`src/rtl/demux_pkg.sv`:
```
// Shared constants and channel state encoding for the 1-to-4 handshake demux.
package demux_pkg;
  localparam int NCH   = 4;
  localparam int SEL_W = 2;
  localparam int CNT_W = 16;

  typedef enum logic {
    EMPTY = 1'b0,
    FULL  = 1'b1
  } ch_state_e;
endpackage

```
`src/rtl/demux_slot.sv`:
```
// One-entry register slice for a single output channel: loads on accept, empties on drain.
module demux_slot
  import demux_pkg::*;
#(
  parameter int W = 8
) (
  input  logic         clk,
  input  logic         rst_n,
  input  logic         i_load,
  input  logic [W-1:0] i_data,
  input  logic         i_ready,
  output logic         o_valid,
  output logic [W-1:0] o_data
);

  ch_state_e    r_state;
  ch_state_e    w_state_nxt;
  logic [W-1:0] r_data;

  always_ff @(posedge clk or negedge rst_n) begin
    if (!rst_n) r_state <= EMPTY;
    else        r_state <= w_state_nxt;
  end

  // A load while FULL is only issued when the consumer drains the same edge.
  always_comb begin
    w_state_nxt = r_state;
    case (r_state)
      EMPTY:   if (i_load) w_state_nxt = FULL;
      FULL:    if (!i_load && i_ready) w_state_nxt = EMPTY;
      default: w_state_nxt = EMPTY;
    endcase
  end

  // Payload is kept after drain; only a new load or reset changes it.
  always_ff @(posedge clk or negedge rst_n) begin
    if (!rst_n)      r_data <= '0;
    else if (i_load) r_data <= i_data;
  end

  assign o_valid = (r_state == FULL);
  assign o_data  = r_data;

endmodule

```
`src/rtl/demux1x4_hs.sv`:
```
// 1-to-4 valid/ready demultiplexer with a one-entry slice per channel and a transfer counter.
module demux1x4_hs
  import demux_pkg::*;
#(
  parameter int W = 8
) (
  input  logic               clk,
  input  logic               rst_n,
  input  logic               s_valid,
  output logic               s_ready,
  input  logic [SEL_W-1:0]   s_sel,
  input  logic [W-1:0]       s_data,
  output logic [NCH-1:0]     m_valid,
  input  logic [NCH-1:0]     m_ready,
  output logic [NCH*W-1:0]   m_data,
  output logic [CNT_W-1:0]   xfer_cnt,
  output logic               busy
);

  logic             w_accept;
  logic [NCH-1:0]   w_load;
  logic [CNT_W-1:0] r_cnt;

  // Ready depends only on the selected channel, so a stalled channel never blocks others.
  assign s_ready  = ~m_valid[s_sel] | m_ready[s_sel];
  assign w_accept = s_valid & s_ready;

  for (genvar g = 0; g < NCH; g++) begin : g_ch
    assign w_load[g] = w_accept & (s_sel == SEL_W'(g));

    demux_slot #(.W(W)) u_slot (
      .clk     (clk),
      .rst_n   (rst_n),
      .i_load  (w_load[g]),
      .i_data  (s_data),
      .i_ready (m_ready[g]),
      .o_valid (m_valid[g]),
      .o_data  (m_data[g*W +: W])
    );
  end

  always_ff @(posedge clk or negedge rst_n) begin
    if (!rst_n)        r_cnt <= '0;
    else if (w_accept) r_cnt <= r_cnt + 1'b1;
  end

  assign xfer_cnt = r_cnt;
  assign busy     = |m_valid;

endmodule

```
`config.mk`:
```
export PLATFORM = sky130hd
export DESIGN_NAME = demux1x4_hs
export DESIGN_NICKNAME = d
export VERILOG_FILES = /design/src/rtl/demux_pkg.sv /design/src/rtl/demux_slot.sv /design/src/rtl/demux1x4_hs.sv
export SDC_FILE = /design/constraint.sdc
export NUM_CORES = 1
export LEC_CHECK = 0
export CAP_MARGIN = 20
export CORE_MARGIN = 8
export CORE_UTILIZATION = 46
export DETAILED_ROUTE_END_ITERATION = 8
export PLACE_DENSITY = 0.86
export SYNTH_ARGS = -nofsm -noshare
export SYNTH_HDL_FRONTEND = slang
export SYNTH_SLANG_ARGS = --single-unit
```
`constraint.sdc`:
```
create_clock -name clk -period 1.9 [get_ports clk]
set_input_delay 0.19 -clock clk [delete_from_list [all_inputs] [get_ports clk]]
set_output_delay 0.19 -clock clk [all_outputs]
set_load 0.03 [all_outputs]
```
==> results.json <==
{
  "syn_area_sq_um": 2230,
  "synth.distinct_cells": 32,
  "required_ns": 1.71,
  "diodes": 0,
  "yosys_register_bits": 52,
  "peakVddDrop_mv": 0.614,
  "wl_per_cell_microns": 17.7,
  "power_per_cell_area_nw_per_um2": 1110,
  "netlist_instances": 160,
  "cts_tree": "yes",
  "syn_nets": 178,
  "yosysMostFrequentCell": "dfrtp_1",
  "pin_count": 71,
  "min_path_type": "primary input to async pin",
  "synth_top_cell_area_share_pct": 58.3,
  "place_area_sq_um": 3030,
  "grt_usage_pct": 14.8,
  "areaGrowthSynthToFinish_pct": 41.8,
  "htreeDepth": 2,
  "r2r_cells": 5,
  "gp_congestion": 0.850,
  "clock_sinks": 52,
  "synth_enable_flop_cells": 0,
  "antenna_left": 0,
  "async_reset_ff_share_pct": 100,
  "totalPowerFinal_mw": 3.50,
  "fin_cells": 298,
  "start_kind": "flip-flop",
  "wirelength_mm": 5.28,
  "antenna_found_initial": 0,
  "clk_pin_slew_ns": 0.08,
  "period_needed_ns": 1.84,
  "fin_area_sq_um": 3170,
  "drive_gt1_share_pct": 27.5,
  "fp.dieW_microns": 85.7,
  "setup_viol": 0,
  "drcViolationCount": 0,
  "max_freq_ghz": 0.543,
  "ys_seq_area_share_pct": 58.3,
  "die_h_microns": 85.7,
  "drt-initial-drc-count": 98,
  "run_status": "complete, no violations",
  "slew_headroom_pct": 66.3,
  "ys.warnings.count": 0,
  "rows": 25,
  "grt_pass1_vias": 1647,
  "skew_ns": 0.00519,
  "cts_buffers": 5,
  "syn_avg_cell_area_sq_um": 14.0,
  "clk_path_buf_depth": 2,
  "min_period_over_period_pct": 96.9,
  "vias": 1585,
  "portBuffers": 70,
  "final_core_util_pct": 67.5,
  "drt_pre_antenna_iters": 4,
  "ys.flop_type": "dfrtp_1",
  "clock_latency_ns": 0.30,
  "tightest_slew_ns": 0.505,
  "yosys-top-cells-area": "dfrtp_1 (58%), mux2_2 (17%), xor2_1 (3.5%), xnor2_1 (2.4%), nor4_4 (1.9%)",
  "core_area_sq_um": 4690,
  "arrival_ns": 1.65,
  "start_util_pct": 47.6,
  "synth_largest_area_cell": "dfrtp_1",
  "gr-total-overflow": 0,
  "die-area_sq_um": 7340,
  "maxCapViolCount": 0,
  "clock-root-buffer": "clkbuf_8",
  "p_leak_nw": 1.38,
  "cp_max_fo": 5,
  "grt_max_degree": 33,
  "via_per_inst": 5.32,
  "hpwlAfterDp_mm": 4.06,
  "critPathCaptureType": "output port",
  "grt_pass1_wl_mm": 8.50,
  "synth_common_cells": "dfrtp_1 (52), mux2_2 (33), xor2_1 (9)",
  "crit_type": "flip-flop to output port",
  "tns_ns": 0,
  "fillers": 354,
  "hold_violations": 0,
  "finalMaxSlewViolations": 0,
  "finalNetCount": 262,
  "placed_cells": 286
}
## metal layers
layer / vias to the layer above / GRT usage [%] / wire length [microns]
li1: 725 / - / -
met1: 790 / 17.7 / 2180
met2: 60 / 24.1 / 2660
met3: 10 / 3.53 / 317
met4: 0 / 7.96 / 114
met5: - / 0 / 0
## timing repair
action	in CTS	in global routing
hold buffers	1	0
cloned	0	0
endpoints found under the hold margin	20	0
setup buffers	1	3
endpoints found under the setup margin	2	2
gates resized for setup	1	1
## placed cells by master, fill, tap and decap left out, types with 2 or more instances in the layout
cell type and n:
and3_1 3, buf_4 13, clkbuf_8 7, clkdlybuf4s50_1 67
dfrtp_1 52, mux2_2 33, nand2_1 6, nand2b_1 3
nand3_1 5, nand4_1 6, nor2_1 4, nor2b_1 2
nor2b_4 2, nor3_1 4, nor4_4 2, or2_2 2
xnor2_1 6, xor2_1 9
## final timing paths
path                            slack [ns]              startpoint                  endpoint
worst max-delay path                  0.06  g_ch[0].u_slot.o_valid                   s_ready
worst max register to register        0.11  g_ch[0].u_slot.o_valid              xfer_cnt[15]
worst min-delay path                  0.39                   rst_n    g_ch[1].u_slot.o_valid
worst min register to register        0.48            xfer_cnt[15]              xfer_cnt[15]
max in group asynchronous             0.98                   rst_n  g_ch[3].u_slot.o_data[6]
min in group clk                      0.48            xfer_cnt[15]              xfer_cnt[15]
## worst max-delay path, stage by stage (launching register included)
cell and delay (ns):
dfrtp_1 0.40, nor2b_1 0.16, mux4_2 0.53, inv_4 0.10, buf_4 0.16
## metrics by stage
stage	hold WS [ns]	worst slack, ns
CTS	0.397	0.0300
floorplan	-0.106	0.152
detailed placement	0.183	-0.110
global placement	0.183	-0.0595
finish	0.387	0.0588
global route	0.438	-0.00843
## cell families (layout without fill, tap and decap cells)
family	count (synthesis)	after routing	synth area share (%)
fa+ha+maj	1	1	0.560
mux	34	34	17.6
compound gates	1	1	0.224
buf+inv	9	93	2.69
xor+xnor	15	15	5.88
simple gates	48	48	14.7
flops	52	52	58.3
## power breakdown
| group | internal (mW) | leakage, nW | switching (mW) | total, mW |
|---|---|---|---|---|
| combinational | 0.614 | 0.686 | 0.723 | 1.34 |
| sequential | 1.32 | 0.644 | 0.185 | 1.51 |
| clock | 0.325 | 0.0503 | 0.329 | 0.654 |
## area by class of cell
cell class                      count  area, sq um  share of cell area (%)
Clock buffer                        7         96.3                    3.04
Inverter                            1         6.26                   0.198
Multi-Input combinational cell     99          872                    27.5
Sequential cell                    52         1300                    41.1
Tap cell                           54         67.6                    2.13
Timing Repair Buffer               85          823                    26.0
## registers in the layout, summed over array words and instances, names as in the netlist
register             cells
g_ch.u_slot.o_data      32
xfer_cnt                16
g_ch.u_slot.o_valid      4
Note: power is estimated with default switching activity, not from simulation.
==> variant 1: new RTL, config.mk and constraints unchanged <==
Set the package constant `CNT_W` to 32 (it was 16).
--- a/src/rtl/demux_pkg.sv
+++ b/src/rtl/demux_pkg.sv
@@ -2,7 +2,7 @@
 package demux_pkg;
   localparam int NCH   = 4;
   localparam int SEL_W = 2;
-  localparam int CNT_W = 16;
+  localparam int CNT_W = 32;
 
   typedef enum logic {
     EMPTY = 1'b0,
Ports: changed (resized xfer_cnt); port bits go from 71 to 87. The function was not compared with the original's and may differ.
==> variant 1 against the original RTL <==
  * The flow now finishes with violations (setup timing)
  * Global-route usage increased by 1.4 points
  * Total power grew 28%
  * Setup slack got worse by 0.067 ns
  * First-iteration DRC count down 30%
  * Core utilization up 1.4 points
  * Register-to-register slack lost 0.12 ns
  * Sequential cell count up 16
  * Maximum frequency decreased by 3.5%
  * Synthesized cell count grew 35%
  * Sequential power rose by 21%
  * Cell area grew 37%
  * Area after synthesis is 32% higher
  * Die area increased by 25%
  * Wire length increased by 40%
  * Critical endpoint is now xfer_cnt[28]
==> variant 1: results (changes against the original RTL) <==
place_inst: 391  # +37%
drt_iter0_drc: 69  # -30%
cts_made_buffers: 9  # +4
fillers: 429  # +21%
arrival_ns: 2.13  # +0.48 ns
setup_viol: 3  # +3
p_leak_nw: 1.854  # +34%
violations: "setup timing"
synth_area_leaders: "dfrtp_1 58%, mux2_2 13%, xnor2_1 8.6%, nand3_1 2.9%, nand4_1 1.7%"
track_usage: 0.1622  # +0.01384
viasPerCell: 5.212  # -2.0%
grt_pass1_wl_um: 11340  # +33%
wl_per_cell_um: 17.80  # +0.57%
fin_setup_tns_ns: -0.01682  # -0.01682 ns
setup_ws_ns: -0.008358  # -0.06719 ns
fin_hold_ws_ns: 0.3901  # +0.002853 ns
clk-insertion-delay-late_ns: 0.34  # +0.04 ns
drive_gt1_frac: 0.2988  # +0.02423
synth_commonest_cells: "68 x dfrtp_1, 33 x mux2_2, 29 x xnor2_1, 17 x nand3_1, 13 x nand2_1"
first_pass_iters: 6  # +2
nNetsFinal: 352  # +34%
fin_skew_ns: 0.006604  # +0.001416 ns
r2r_slack_ns: -0.008  # -0.12 ns
crit_slowest_cell: "mux4_2"
placed_cell_area_um2: 3999  # +32%
netlist_instances: 216  # +35%
grt_pass1_vias: 2238  # +36%
vdd_drop_max_uv: 664.8  # +8.2%
synthesis.nets: 234  # +31%
finalWirelength_um: 7388  # +40%
dp_hpwl_um: 5042  # +24%
yosysSeqAreaShare: 0.5790  # -0.003663
clockRootBuffer: "clkbuf_8"
status: "complete, but fails checks"
cp_max_fo: 6  # +1
htree_levels: 3  # +1
variant 1: kinds of logic after synthesis:
| group | after synthesis | share of synthesized area |
|---|---|---|
| xor+xnor | 31 | 0.09238 |
| fa+ha+maj | 1 | 0.004256 |
| buf+inv | 9 | 0.02213 |
| simple gates | 72 | 0.1665 |
| flops | 68 | 0.5790 |
| mux | 34 | 0.1341 |
| compound gates | 1 | 0.001701 |
variant 1: repair_timing:
item / 4_1_cts / 5_1_grt
pin swaps: 5 / 4
endpoints found under the hold margin: 68 / 0
gates resized for setup: 9 / 8
gates cloned: 0 / 1
hold buffers: 1 / 0
endpoints found under the setup margin: 4 / 16
setup buffers: 4 / 3
variant 1: power by group:
group	leakage [nW]	switching, mW	internal, mW	total (mW)
combinational	0.891	0.791	0.700	1.49
clock	0.0979	0.527	0.627	1.15
sequential	0.865	0.160	1.67	1.83
variant 1: path summary, 6_finish.rpt:
check | startpoint | end | cells after the start
worst max-delay path | g_ch[0].u_slot.o_valid | xfer_cnt[28] | 7
worst min-delay path | rst_n | xfer_cnt[7] | 3
worst max register to register | g_ch[0].u_slot.o_valid | xfer_cnt[28] | 7
worst min register to register | xfer_cnt[31] | xfer_cnt[31] | 1
max in group asynchronous | rst_n | xfer_cnt[1] | 3
min in group clk | xfer_cnt[31] | xfer_cnt[31] | 1
variant 1: worst reg2reg max path: cells and delay by family, from the launching register on:
kind | cells | cell delay [ns]
xor gates and xnor gates | 1 | 0.16
buffers and inverters | 2 | 0.31
DFF | 1 | 0.40
muxes | 1 | 0.52
and+or+nand+nor | 3 | 0.39
variant 1: final cells by class:
cell class,instances,area share
inverter,1,0.001447
multi-input combinational,140,0.2833
timing repair buffer,114,0.2549
clock buffer,10,0.03183
tap,77,0.02228
sequential,68,0.3941
clock inverter,5,0.01215
variant 1: routing by layer:
layer,up-vias,global-route usage,share of wire
met5,-,0,0
met4,0,0.07426,0.024
met3,12,0.04524,0.068
met2,59,0.2697,0.50
met1,1104,0.1909,0.41
li1,988,-,-
variant 1: through the flow:
step | utilization | worst slack [ns]
floorplan | - | 0.02422
global placement | 0.6370 | -0.1824
detailed placement | 0.6370 | -0.2189
CTS | 0.6783 | -0.0004816
global route | 0.6889 | -0.1055
finish | 0.6889 | -0.008358
==> variant 2: new RTL, same flow settings <==
Made on the original files. Put one more register stage on the output `xfer_cnt`, cleared by the reset. The value now appears one clock later. The other outputs are not delayed to match.
--- a/src/rtl/demux1x4_hs.sv
+++ b/src/rtl/demux1x4_hs.sv
@@ -44,7 +44,13 @@
     else if (w_accept) r_cnt <= r_cnt + 1'b1;
   end
 
-  assign xfer_cnt = r_cnt;
+  always_ff @(posedge clk or negedge rst_n) begin
+    if (!rst_n) begin
+      xfer_cnt <= '0;
+    end else begin
+      xfer_cnt <= r_cnt;
+    end
+  end
   assign busy     = |m_valid;
 
 endmodule
Behaviour: not the same (Yosys sat finds a counterexample within 4 cycles, from zero or initial values and one cycle with rst_n low).
==> variant 2 against the original RTL <==
  * Cell area is 15% higher
  * Setup slack improved by 0.043 ns
  * Area after synthesis rose by 17%
  * Sequential cell count up 16
  * Total power grew 21%
  * Clock skew about the same
  * Sequential power rose by 26%
  * Wire length is 1.9% higher
  * Largest power group unchanged
==> variant 2: results (changes against the original RTL) <==
clock_buffers: 14  # +7
synth_commonest_cells: "68 x dfrtp_1, 32 x mux2_2, 15 x xnor2_1, 8 x nand3_2, 7 x nand2_1"
vias: 1628  # +2.7%
arrival_ns: 1.61  # -0.04 ns
synthesis.nets: 189  # +6.2%
grt_use_met1: 0.1617  # -0.01576
r2r_start: "g_ch[1].u_slot.o_valid"
buffer_area_frac: 0.2319  # -0.02804
r2r_slack_ns: 0.15  # +0.04 ns
track_usage: 0.1387  # -0.009600
clock_cell_area_share: 0.04473  # +0.01431
dr_wl_met2_um: 2756  # +3.7%
status: "finished clean"
synth_cell_types: 25  # -22%
fin_hold_ws_ns: 0.2994  # -0.08782 ns
swShare: 0.3241  # -0.02949
sh_seq_area: 0.4680  # +0.05709
drt_iter0_drc: 31  # -68%
grt_pass1_vias: 1775  # +7.8%
viasPerCell: 4.845  # -8.9%
nNetsFinal: 277  # +5.7%
fillers: 387  # +9.3%
tightest_slew_ns: 0.4737  # -0.03145 ns
cts_made_buffers: 9  # +4
met2_usage: 0.2279  # -0.01325
dp_hpwl_um: 4073  # +0.42%
drive_gt1_frac: 0.2689  # -0.005651
rows: 27  # +8.0%
rr_endpoint: "r_cnt[1]"
register_area_um2: 1702  # +31%
cp_max_fo: 3  # -2
fin_crit_sh: 0.9466  # -0.02248
first_pass_iters: 2  # -2
place.gp.congestion: 0.7490  # -12%
place_inst: 319  # +12%
vdd_drop_max_uv: 613.9  # about the same
num-multi-input-gates: 93  # -6.1%
met3_usage: 0.04115  # +0.005813
==> variant 2: power by group through the flow <==
stage	clock [mW]	combinational (mW)	sequential, mW
6_report	0.976	1.33	1.91
2_1_floorplan	0	0.320	2.34
3_5_place_dp	0	1.35	1.94
3_3_place_gp	0	1.33	1.93
4_1_cts	1.02	1.36	1.92
5_1_grt	1.08	1.41	1.95
==> variant 2: kinds of logic after synthesis <==
logic type | Yosys count | share of synthesized area
buffers and inverters | 10 | 0.02735
DFF | 68 | 0.6526
and+or+nand+nor | 42 | 0.1118
AOI/OAI and AO/OA | 1 | 0.001918
muxes | 34 | 0.1512
xor gates and xnor gates | 15 | 0.05039
adders and majority gates | 1 | 0.004798
==> variant 2: timing repair <==
action	CTS	global route
gates resized for setup	4	0
hold buffers	1	0
buffers inserted	0	0
setup endpoints to repair	2	0
endpoints found under the hold margin	12	0
==> variant 2: critical path, cell delays in order, from the launching register on <==
cell and delay, ns:
dfrtp_1 0.37, nand2b_1 0.09, mux4_2 0.52, clkdlybuf4s15_2 0.31
